--- src/rtl/uart_mmio_pkg.sv ---
// Shared constants and types for the memory-mapped UART controller.
package uart_mmio_pkg;

    // addr_i[2] decode
    localparam logic ADDR_DATA   = 1'b0;
    localparam logic ADDR_STATUS = 1'b1;

    // STATUS register bit positions
    localparam int unsigned TX_READY = 0;
    localparam int unsigned RX_AVAIL = 1;
    localparam int unsigned TX_OVF   = 2;
    localparam int unsigned RX_OVF   = 3;

    // Cycles spent waiting for the transmitter to raise busy before giving up
    localparam int unsigned WAIT_H_TIMEOUT = 16;

    typedef enum logic [2:0] {
        StIdle,
        StLoad,
        StStart,
        StWaitH,
        StWaitL
    } tx_state_t;

endpackage

--- src/rtl/sync_fifo.sv ---
// Single-clock FIFO with combinational head output and occupancy count.
module sync_fifo #(
    parameter int unsigned WIDTH = 8,
    parameter int unsigned DEPTH = 16
) (
    input  logic             clk,
    input  logic             rst,
    input  logic             push,
    input  logic             pop,
    input  logic [WIDTH-1:0] din,
    output logic [WIDTH-1:0] dout,
    output logic             full,
    output logic             empty
);

    localparam int unsigned AW = $clog2(DEPTH);
    localparam logic [AW:0] FULL_COUNT = (AW + 1)'(DEPTH);

    logic [WIDTH-1:0] mem [DEPTH];
    logic [AW-1:0]    wr_ptr;
    logic [AW-1:0]    rd_ptr;
    logic [AW:0]      count;
    logic             do_push;
    logic             do_pop;

    assign empty = (count == '0);
    assign full  = (count == FULL_COUNT);
    assign dout  = mem[rd_ptr];

    // A push into a full FIFO is accepted only when a pop frees a slot in the same cycle
    assign do_pop  = pop & ~empty;
    assign do_push = push & (~full | do_pop);

    // Storage array; contents need no reset since count guards every read
    always_ff @(posedge clk) begin
        if (do_push) begin
            mem[wr_ptr] <= din;
        end
    end

    // Pointers wrap naturally because DEPTH is a power of two
    always_ff @(posedge clk) begin
        if (rst) begin
            wr_ptr <= '0;
            rd_ptr <= '0;
            count  <= '0;
        end else begin
            if (do_push) begin
                wr_ptr <= wr_ptr + 1'b1;
            end
            if (do_pop) begin
                rd_ptr <= rd_ptr + 1'b1;
            end
            unique case ({do_push, do_pop})
                2'b10:   count <= count + 1'b1;
                2'b01:   count <= count - 1'b1;
                default: count <= count;
            endcase
        end
    end

endmodule

--- src/rtl/uart_mmio_ctrl.sv ---
// Bus-facing UART responder: DATA/STATUS registers, TX/RX FIFOs and the
// transmitter start/busy handshake.
module uart_mmio_ctrl
    import uart_mmio_pkg::*;
#(
    parameter int unsigned TX_DEPTH = 16,
    parameter int unsigned RX_DEPTH = 16
) (
    input  logic        clk,
    input  logic        rst,
    input  logic        ce_i,
    input  logic        we_i,
    input  logic [31:0] addr_i,
    input  logic [3:0]  sel_i,
    input  logic [31:0] data_i,
    output logic [31:0] data_o,
    output logic        tx_start_o,
    output logic [7:0]  tx_data_o,
    input  logic        tx_busy_i,
    input  logic        rx_valid_i,
    input  logic [7:0]  rx_data_i
);

    localparam logic [3:0] WAIT_LAST = 4'(WAIT_H_TIMEOUT - 1);

    tx_state_t  state;
    logic [3:0] wait_cnt;

    logic       tx_full, tx_empty, tx_pop;
    logic [7:0] tx_dout;
    logic       rx_full, rx_empty, rx_pop;
    logic [7:0] rx_dout;

    logic       rd_data, wr_data, wr_status;
    logic       tx_drop, rx_drop;
    logic       tx_ovf, rx_ovf;
    logic [3:0] status;
    logic       unused;

    // Only addr_i[2], sel_i[0] and the low data byte carry meaning
    assign unused = ^{addr_i[31:3], addr_i[1:0], sel_i[3:1], data_i[31:8]};

    assign rd_data   = ce_i & ~we_i & (addr_i[2] == ADDR_DATA);
    assign wr_data   = ce_i & we_i & sel_i[0] & (addr_i[2] == ADDR_DATA);
    assign wr_status = ce_i & we_i & sel_i[0] & (addr_i[2] == ADDR_STATUS);

    assign rx_pop  = rd_data & ~rx_empty;
    assign tx_pop  = (state == StLoad) & ~tx_empty;

    // A byte is lost only when its FIFO is full and nothing leaves it this cycle
    assign rx_drop = rx_valid_i & rx_full & ~rx_pop;
    assign tx_drop = wr_data & tx_full & ~tx_pop;

    sync_fifo #(
        .WIDTH (8),
        .DEPTH (TX_DEPTH)
    ) u_tx_fifo (
        .clk   (clk),
        .rst   (rst),
        .push  (wr_data),
        .pop   (tx_pop),
        .din   (data_i[7:0]),
        .dout  (tx_dout),
        .full  (tx_full),
        .empty (tx_empty)
    );

    sync_fifo #(
        .WIDTH (8),
        .DEPTH (RX_DEPTH)
    ) u_rx_fifo (
        .clk   (clk),
        .rst   (rst),
        .push  (rx_valid_i),
        .pop   (rx_pop),
        .din   (rx_data_i),
        .dout  (rx_dout),
        .full  (rx_full),
        .empty (rx_empty)
    );

    // Assemble STATUS and steer load data onto the bus
    always_comb begin
        status           = '0;
        status[TX_READY] = ~tx_full;
        status[RX_AVAIL] = ~rx_empty;
        status[TX_OVF]   = tx_ovf;
        status[RX_OVF]   = rx_ovf;

        data_o = '0;
        if (ce_i && !we_i) begin
            if (addr_i[2] == ADDR_STATUS) begin
                data_o = {28'b0, status};
            end else if (!rx_empty) begin
                data_o = {24'b0, rx_dout};
            end
        end
    end

    // Sticky overflow flags: write-1-to-clear, a coincident overflow wins
    always_ff @(posedge clk) begin
        if (rst) begin
            tx_ovf <= 1'b0;
            rx_ovf <= 1'b0;
        end else begin
            tx_ovf <= tx_drop | (tx_ovf & ~(wr_status & data_i[TX_OVF]));
            rx_ovf <= rx_drop | (rx_ovf & ~(wr_status & data_i[RX_OVF]));
        end
    end

    // Transmit sequencer: one byte per transmitter frame, start pulse held high only in StStart
    always_ff @(posedge clk) begin
        if (rst) begin
            state      <= StIdle;
            tx_start_o <= 1'b0;
            tx_data_o  <= '0;
            wait_cnt   <= '0;
        end else begin
            tx_start_o <= 1'b0;
            unique case (state)
                StIdle: begin
                    if (!tx_empty && !tx_busy_i) begin
                        state <= StLoad;
                    end
                end
                StLoad: begin
                    tx_data_o  <= tx_dout;
                    tx_start_o <= 1'b1;
                    state      <= StStart;
                end
                StStart: begin
                    wait_cnt <= '0;
                    state    <= StWaitH;
                end
                StWaitH: begin
                    // Guard against a transmitter that never acknowledges the start
                    if (tx_busy_i || wait_cnt == WAIT_LAST) begin
                        state <= StWaitL;
                    end else begin
                        wait_cnt <= wait_cnt + 1'b1;
                    end
                end
                StWaitL: begin
                    if (!tx_busy_i) begin
                        state <= StIdle;
                    end
                end
                default: state <= StIdle;
            endcase
        end
    end

endmodule

--- config.mk ---
export PLATFORM = sky130hd
export DESIGN_NAME = uart_mmio_ctrl
export DESIGN_NICKNAME = d
export VERILOG_FILES = /design/src/rtl/uart_mmio_pkg.sv /design/src/rtl/sync_fifo.sv /design/src/rtl/uart_mmio_ctrl.sv
export SDC_FILE = /design/constraint.sdc
export NUM_CORES = 1
export LEC_CHECK = 0
export ABC_AREA = 1
export ABC_CLOCK_PERIOD_IN_PS = 4600
export BUFFER_PORTS_ARGS = -buffer_cell sky130_fd_sc_hd__clkbuf_2
export CAP_MARGIN = 20
export CORE_MARGIN = 5
export CORE_UTILIZATION = 50
export CTS_CLUSTER_SIZE = 10
export DETAILED_ROUTE_END_ITERATION = 16
export PLACE_DENSITY = 0.65
export SKIP_LAST_GASP = 1
export SLEW_MARGIN = 20
export SYNTH_ARGS = -nofsm -noshare
export SYNTH_HDL_FRONTEND = slang
export SYNTH_SLANG_ARGS = --single-unit
--- constraint.sdc ---
create_clock -name clk -period 4.6 [get_ports clk]
set_input_delay 0.92 -clock clk [delete_from_list [all_inputs] [get_ports clk]]
set_output_delay 0.92 -clock clk [all_outputs]
set_load 0.02 [all_outputs]
After elaboration in Yosys (flattened, before gate mapping)

Memory sizes are Yosys's and may differ from the RTL's. A register that Yosys moved wholly into a read port is not among the register bits.
Cells that the tools add are included.

Register bits after elaboration: 36
RAM bits: 256
Bits of input ports: 82
Word-level logic and storage cells: 103
Memories: 2

$add $sub $neg: 9
Eq/ne operators: 15
Multiplexer cells: 18
Bitwise logic cells: 34
Reduce and logical (&&, ||, !) cells: 14

Memory list:

| memory        | words | bits a word | read ports | clocked after memory_dff | wr ports | RTL line        | text |
|---|---|---|---|---|---|---|---|
| u_rx_fifo.mem | 16    | 8           | 1          | 1                        | 1        | sync_fifo.sv:19 | `logic [WIDTH-1:0] mem [DEPTH];` |
| u_tx_fifo.mem | 16    | 8           | 1          | 1                        | 1        | sync_fifo.sv:19 |  |

Operators with widths:

| operator              | number |
|---|---|
| $mux W32              | 1 |
| $add A4 B1 Y4 const B | 5 |
| $and A1 B1 Y1         | 20 |
| $pmux W5 S2           | 2 |
| $mux W8               | 2 |
| $pmux W3 S5           | 1 |
| $mux W4               | 3 |
| $add A5 B1 Y5 const B | 2 |
| $eq A5 B5 Y1 const B  | 2 |
| $logic_not A5 Y1      | 2 |
| $not A1 Y1            | 10 |
| $sub A5 B1 Y5 const B | 2 |
| $mux W3               | 3 |
| $ne A2 B2 Y1 const B  | 4 |
| $pmux W4 S2           | 1 |
| $eq A3 B2 Y1 const B  | 2 |
| $reduce_bool A2 Y1    | 3 |
| $mux W1               | 5 |
| $eq A2 B1 Y1 const B  | 2 |
| $eq A2 B2 Y1 const B  | 2 |
| $eq A4 B4 Y1 const B  | 1 |
| $or A1 B1 Y1          | 4 |
| $eq A3 B1 Y1 const B  | 1 |
| $eq A3 B3 Y1 const B  | 1 |
| 6 further kinds       | 9 |

Logic depth before layout (Yosys ltp)

Gate-level depths: netlist of the first run.

Depth after elaboration: 9
Gate-level depth with buffers: 16
Depth with buffers taken out: 16

Cells and area by module

A second synthesis of the first run with hierarchy kept.

Cell total of the unflattened synthesis: 1235
Area total of the unflattened synthesis: 13485.4 µm²

By module, submodules not included:

| module                 | instances | cells each | area each (µm²) | sequential area each (µm²) |
|---|---|---|---|---|
| sync_fifo at u_rx_fifo | 1         | 541        | 6227.2          | 4184.0 |
| sync_fifo at u_tx_fifo | 1         | 536        | 6157.2          | 4184.0 |
| uart_mmio_ctrl         | 1         | 158        | 1101.1          | 360.3 |

Worst setup path after synthesis of the first run

OpenSTA, ideal clock, no wires.

Kind: input -> output
From: input we_i
To: output data_o[4]
Data arrival time: 1.851 ns
Path slack: 1.829 ns
Stages: 7
Path buffers: 0
Cells stage by stage: inv_1 nand2_2 nor2_4 nand2_1 inv_1 nand2_1 a21oi_1

Word-level cells in the longest chain between the ends: 3

Ends and longest elaborated chain:

| what                | RTL line             | text |
|---|---|---|
| start: declaration  | uart_mmio_ctrl.sv:12 | `input logic we_i,` |
| $logic_not A1 Y1    | uart_mmio_ctrl.sv:91 | `if (ce_i && !we_i) begin` |
| $logic_and A1 B1 Y1 | uart_mmio_ctrl.sv:91 |  |
| $mux W32            | uart_mmio_ctrl.sv:91 |  |
| end: declaration    | uart_mmio_ctrl.sv:16 | `output logic [31:0] data_o,` |

No other way between the ends.

==> results of run 1 <==
-- area by class of cell --
cell class              count  area (sq um)
repair buffers             53           298
fillers                  2143         11000
flip-flops and latches    304          8650
clock buffers              62          1020
multi-input cells         681          3520
inverters                  78           293
clock inverters             3          21.3
well taps                 330           413
-- cell families after synthesis --
logic type / count (synthesis) / share of synthesized area, %
compound gates: 272 / 12.4
xor+xnor: 3 / 0.264
fa+ha+maj: 14 / 1.37
buf+inv: 156 / 5.51
flops: 304 / 67.7
mux: 1 / 0.0783
other cells: 1 / 0.0293
simple gates: 367 / 12.7
-- flip-flops by register name (all words and copies together) (netlist names), named ones only --
name	flops
u_rx_fifo.count	5
wait_cnt	4
tx_data_o	8
u_rx_fifo.mem	128
u_tx_fifo.wr_ptr	4
u_tx_fifo.mem	128
u_tx_fifo.rd_ptr	4
tx_start_o	1
rx_ovf	1
u_rx_fifo.rd_ptr	4
state	3
tx_ovf	1
u_rx_fifo.wr_ptr	4
u_tx_fifo.count	5
-- worst min path at each step --
stage,endpoint,slack (ns),cells after the start
2_1_floorplan,rx_ovf$_SDFF_PP0_,0.45,2
3_3_place_gp,tx_ovf$_SDFF_PP0_,0.47,2
3_5_place_dp,tx_ovf$_SDFF_PP0_,0.47,2
4_1_cts,tx_ovf$_SDFF_PP0_,0.48,2
5_1_grt,tx_ovf$_SDFF_PP0_,0.51,2
6_report,tx_ovf$_SDFF_PP0_,0.48,2
-- cells in the final DEF, fill, tap and decap left out, drive strengths merged --
cell type and n:
nor2 210, ha 14, a211oi 3, xor2 1
mux2i 1, o21a 1, o221ai 30, clkbuf 102
o22ai 17, a31o 1, xnor2 2, buf 13
nand4 8, nand3b 1, nor3 8, a21oi 34
edfxtp 256, conb 24, and3 1, dfxtp 48
nand2 91, o211ai 28, a31oi 1, clkinv 5
inv 76, nand3 47, o21bai 1, o21ai 156
or2 1
-- routing by layer --
metal / part of all wire [%] / routed length, um / vias to the layer above
met1: 41 / 11500 / 4009
met2: 50 / 14100 / 253
met3: 5.0 / 1410 / 71
met5: 0 / 0 / -
met4: 3.9 / 1100 / 0
li1: - / - / 4020
-- report_power, final --
part / total [mW] / switching, mW / internal [mW]
logic: 0.907 / 0.640 / 0.267
clock network: 2.52 / 1.02 / 1.50
registers: 3.12 / 0.0517 / 3.07
-- critical path: cells and delay by family (launching register included) --
kind / cells / cell delay (ns)
compound gates: 4 / 0.89
flops: 1 / 0.30
simple gates: 2 / 0.24
buf+inv: 2 / 0.86
==> impl_metrics.tcl, run 1 <==
set metrics [dict create \
    htree_levels 2 \
    cp.required_ns 3.68 \
    tns_ns 0 \
    synth_top_cell_area_share_pct 60.1 \
    synth-edff-count 256 \
    cts.sinks 304 \
    drt-vias-per-instance 5.53 \
    grt_antenna_before_repair 0 \
    ant_nets 0 \
    placed_cells 1446 \
    cts_setup_buffers 0 \
    powerDensity_mw_per_mm2 461 \
    synth_ff_type "edfxtp_1" \
    worstMarginPinSlew_ns 1.05 \
    ios 123 \
    crit-reg2reg-capture "u_rx_fifo.mem[15][0]$_DFFE_PP_" \
    ff2ff_setup_slack_ns 2.33 \
    die_w_um 170 \
    instances_no_fill 1511 \
    max_slew_margin_pct 29.8 \
    worst_ep_arrival_time_ns 2.81 \
    dpl_cell_area_sq_mm 0.0132 \
    area_delta_synth_final_pct 11.2 \
    clk_path_buf_depth 3 \
    hpwl_um 17300 \
    cts_hold_buf 0 \
    finClkSkew_ns 0.0199 \
    ys_seq_area_share_pct 67.7 \
    fin_ws_ns 0.868 \
    r2r-start "u_rx_fifo.count[0]$_SDFFE_PP0P_" \
    cts_tree "done" \
    start_util_pct 50.8 \
    synth-warning-count 0 \
    grt_pass1_wl_um 44100 \
    critPathLaunchType "flip-flop" \
    wire_per_inst_um 18.6 \
    ys_top_cells_by_area "edfxtp_1, dfxtp_1, o21ai_0" \
    rr_worst_depth 6 \
    die-area_sq_mm 0.0289 \
    first_iter_violations 734 \
    whs_ns 0.482 \
    vias 8353 \
    fp.dieH_um 170 \
    grt_use_met1_pct 24.7 \
    cts_buffers 36 \
    drv_slew 0 \
    critPathSlowestCell "inv_1" \
    grt_remaining_overflow 0 \
    remaining_drc_errors 0 \
    setup_violations 0 \
    status "finished, final reports clean" \
    max_stage_delay_ns 0.67 \
    final_core_utilization_pct 56.4 \
    cts.repair.resized 0 \
    finalHoldViolations 0 \
    grt_use_met2_pct 34.1 \
    design_area_sq_mm 0.0142 \
    use_met3_pct 2.60 \
    min_from "tx_ovf$_SDFF_PP0_" \
    avgSynthCellArea_sq_um 11.4 \
    synth_cell_types 45 \
    busiest_layer "met2" \
    yosys.area.top_type "edfxtp_1" \
    power.total_mw 6.55 \
    drt_wl_total_um 28100 \
    core_area_sq_mm 0.0252 \
    syn_inst 1118 \
    ir_drop_uv 376 \
    cp_max_fo 26 \
    dr.pass1.iters 5 \
    crit_top_cell "nand2_1" \
    antennaDiodeCount 0 \
    post-route-period-util_pct 81.1 \
    async_flop_share_pct 0 \
    gp_congestion 0.820 \
    path_class "reg2out" \
    synth_most_common_cell "edfxtp_1" \
    period_minus_slack_ns 3.73 \
    num_rows 58 \
    max-cap-violations 0 \
    ys_top_cells_by_count "edfxtp_1, nor2_1, o21ai_0" \
    grtUsageTotal_pct 19.5 \
    finalNetCount 1250 \
    p_leak_nw 5.06 \
    critPathCaptureType "output pin" \
    pre_cts_ws_ns 1.37 \
    syn-cell-area_sq_mm 0.0128 \
    grt_pass1_vias 8346 \
    ys_ff_latch 304 \
    endpoint "data_o[2]" \
    clock.fmax_mhz 268 \
    grt_max_degree 67 \
    drive_above_1_share_pct 10.8 \
    hp-class "reg2reg" \
    io_buffers 40 \
    cts_root_buf "clkbuf_16" \
    insertion_delay_ns 0.51 \
    clkTransAtPathRegs_ns 0.05 \
    rsz0062_at_grt "false" \
    worstPathCellList "inv_1, o21ai_0, o22ai_1, nand2_1, a31oi_1, nand2_1, a21oi_1, clkbuf_2" \
]
Power figures use the tool's default switching activity.
==> run 2: changes to the inputs <==
--- a/config.mk
+++ b/config.mk
@@ -6,7 +6,7 @@
 export NUM_CORES = 1
 export LEC_CHECK = 0
 export ABC_AREA = 1
-export ABC_CLOCK_PERIOD_IN_PS = 4600
+export ABC_CLOCK_PERIOD_IN_PS = 3840
 export BUFFER_PORTS_ARGS = -buffer_cell sky130_fd_sc_hd__clkbuf_2
 export CAP_MARGIN = 20
 export CORE_MARGIN = 5
==> constraint.sdc (replaced) <==
create_clock -name clk -period 3.84 [get_ports clk]
set_input_delay 0.768 -clock clk [delete_from_list [all_inputs] [get_ports clk]]
set_output_delay 0.768 -clock clk [all_outputs]
set_load 0.02 [all_outputs]
==> run 2 against run 1 <==
Against the previous run: clock-buffer cell count is 3 lower; worst setup slack worse by 0.50 ns; first-iteration DRC count up 0.68%; design area increased by 0.81%; final cell count increased by 0.33%; combinational power up 21%; non-clock buffer count grew 9; wire length is 1.6% higher; via count about the same; worst hold slack got worse by 0.0030 ns; sequential power grew 20%; global-route usage increased by 0.15 points; critical path type unchanged; critical endpoint is now data_o[3]; largest cell class unchanged; largest power group unchanged.
==> impl_metrics.tcl, run 2 (synthesized netlist as in run 1, its figures left out) <==
set metrics [dict create \
    status "finished, final reports clean" \
    clkTransAtPathRegs_ns 0.05 \
    grtUsageTotal_pct 19.7 \
    remaining_drc_errors 0 \
    whs_path_depth 2 \
    insertion_delay_ns 0.52 \
    tns_ns 0 \
    dr.pass1.iters 5 \
    max-cap-violations 0 \
    finalHoldViolations 0 \
    switching_share_pct 26.0 \
    top_regs "u_rx_fifo.mem (128), u_tx_fifo.mem (128), tx_data_o (8)" \
    intPower_mw 5.90 \
    area_delta_synth_final_pct 12.1 \
    cts_tree "done" \
    final_core_utilization_pct 56.9 \
    cts.repair.resized 0 \
    grt_antenna_before_repair 0 \
    clock.fmax_mhz 288 \
    final_cell_mix "edfxtp_1, nor2_1, o21ai_0, nand2_1, inv_1" \
    r2r-start "u_tx_fifo.count[2]$_SDFFE_PP0P_" \
    grt_pass1_vias 8099 \
    pwr-share-seq_pct 47.0 \
    crit-reg2reg-capture "u_tx_fifo.mem[4][3]$_DFFE_PP_" \
    p_clk_share_pct 39.3 \
    htree_levels 2 \
    io_buffers 40 \
    rsz0062_at_grt "false" \
    period_minus_slack_ns 3.47 \
    antennaDiodeCount 0 \
    max_slew_margin_pct 33.4 \
    hpwl_um 17500 \
    first_iter_violations 739 \
    critPathSlowestCell "buf_4" \
    min_from "rx_ovf$_SDFF_PP0_" \
    wire_per_inst_um 18.8 \
    min_to "rx_ovf$_SDFF_PP0_" \
    critPathLaunchType "flip-flop" \
    powerDensity_mw_per_mm2 556 \
    vias 8360 \
    clk_path_buf_depth 3 \
    worstPathCellList "buf_4, o21ai_0, o211ai_1, o21ai_0, a21oi_1, nand2_1, a21oi_1, clkbuf_2" \
    cp_max_fo 64 \
    drive_above_1_share_pct 11.6 \
    die-area_sq_mm 0.0289 \
    cts_buffers 36 \
    post-route-period-util_pct 90.4 \
    critPathCaptureType "output pin" \
    grt_pass1_wl_um 44200 \
    p_switching_mw 2.08 \
    setup_violations 0 \
    start_util_pct 50.8 \
    gp_congestion 0.809 \
    cts.sinks 304 \
    combPwrFrac_pct 13.8 \
    fp.dieH_um 170 \
    ant_nets 0 \
    drt_wl_total_um 28600 \
    grt_remaining_overflow 0 \
    cts_hold_buf 0 \
    nFillCells 2107 \
    ir_drop_uv 366 \
    ios 123 \
    num_rows 58 \
    worst_ep_arrival_time_ns 2.70 \
    critPathTopFamily "compound AO/OA/AOI/OAI gates" \
    drv_slew 0 \
    worstMarginPinSlew_ns 0.998 \
    rr_worst_depth 8 \
    drt-vias-per-instance 5.51 \
    cts_root_buf "clkbuf_16" \
    grt_max_degree 67 \
    hp-class "reg2reg" \
    cts_setup_buffers 0 \
    max_stage_delay_ns 0.51 \
    path_class "reg2out" \
    p_leak_nw 5.13 \
    final_common_cell "edfxtp_1" \
    ff2ff_setup_slack_ns 1.59 \
    cp.required_ns 3.07 \
    finClkSkew_ns 0.0214 \
    core_area_sq_mm 0.0252 \
    critical_path_buf_inv_count 2 \
    die_w_um 170 \
    finalNetCount 1259 \
]
[run 2: power by group through the flow]
stage	Sequential, mW	Combinational [mW]	Clock [mW]
detailed placement	3.81	1.10	0
finish	3.74	1.10	3.13
floorplan	3.84	0.762	0
global route	3.76	1.23	3.33
global placement	3.81	1.08	0
CTS	3.74	1.11	3.17
[run 2: final cells by class]
class	count	area, sq um	area share, %
Sequential cell	304	8650	60.4
Multi-Input combinational cell	681	3520	24.5
Clock buffer	59	1030	7.19
Tap cell	330	413	2.88
Timing Repair Buffer	62	378	2.64
Inverter	78	293	2.04
Clock inverter	2	46.3	0.323
[run 2: stage by stage]
step	hold slack, ns	cells	setup slack (ns)	power (mW)	instance area, sq um
finish	0.479	1516	0.368	7.97	14300
global route	0.511	1516	0.147	8.31	14300
CTS	0.487	1516	0.368	8.02	14300
detailed placement	0.479	1455	0.899	4.91	13300
global placement	0.465	1455	0.898	4.89	13300
floorplan	0.454	1141	1.37	4.60	12900
[run 2: tightest hold or removal path, delay by kind of cell, from the launching register on]
family          cells  cell delay [ns]
flops               1             0.30
compound gates      2             0.13
[run 2: metal layers]
metal | GRT usage (%) | vias to the layer above | routed length (um)
met5 | 0 | - | 0
met4 | 8.58 | 0 | 1100
met1 | 25.0 | 4026 | 11800
li1 | - | 4034 | -
met3 | 2.97 | 73 | 1430
met2 | 33.7 | 227 | 14200
[run 2: worst max-delay path by stage]
stage                         start        end  slack [ns]  cells past startpoint
after global routing      flip-flop  data_o[2]        0.15                      8
after detailed placement  flip-flop  data_o[3]        0.90                      8
after global placement    flip-flop  data_o[2]        0.90                      8
final                     flip-flop  data_o[3]        0.37                      8
after CTS                 flip-flop  data_o[2]        0.37                      8
after floorplan                we_i  data_o[4]        1.37                      7
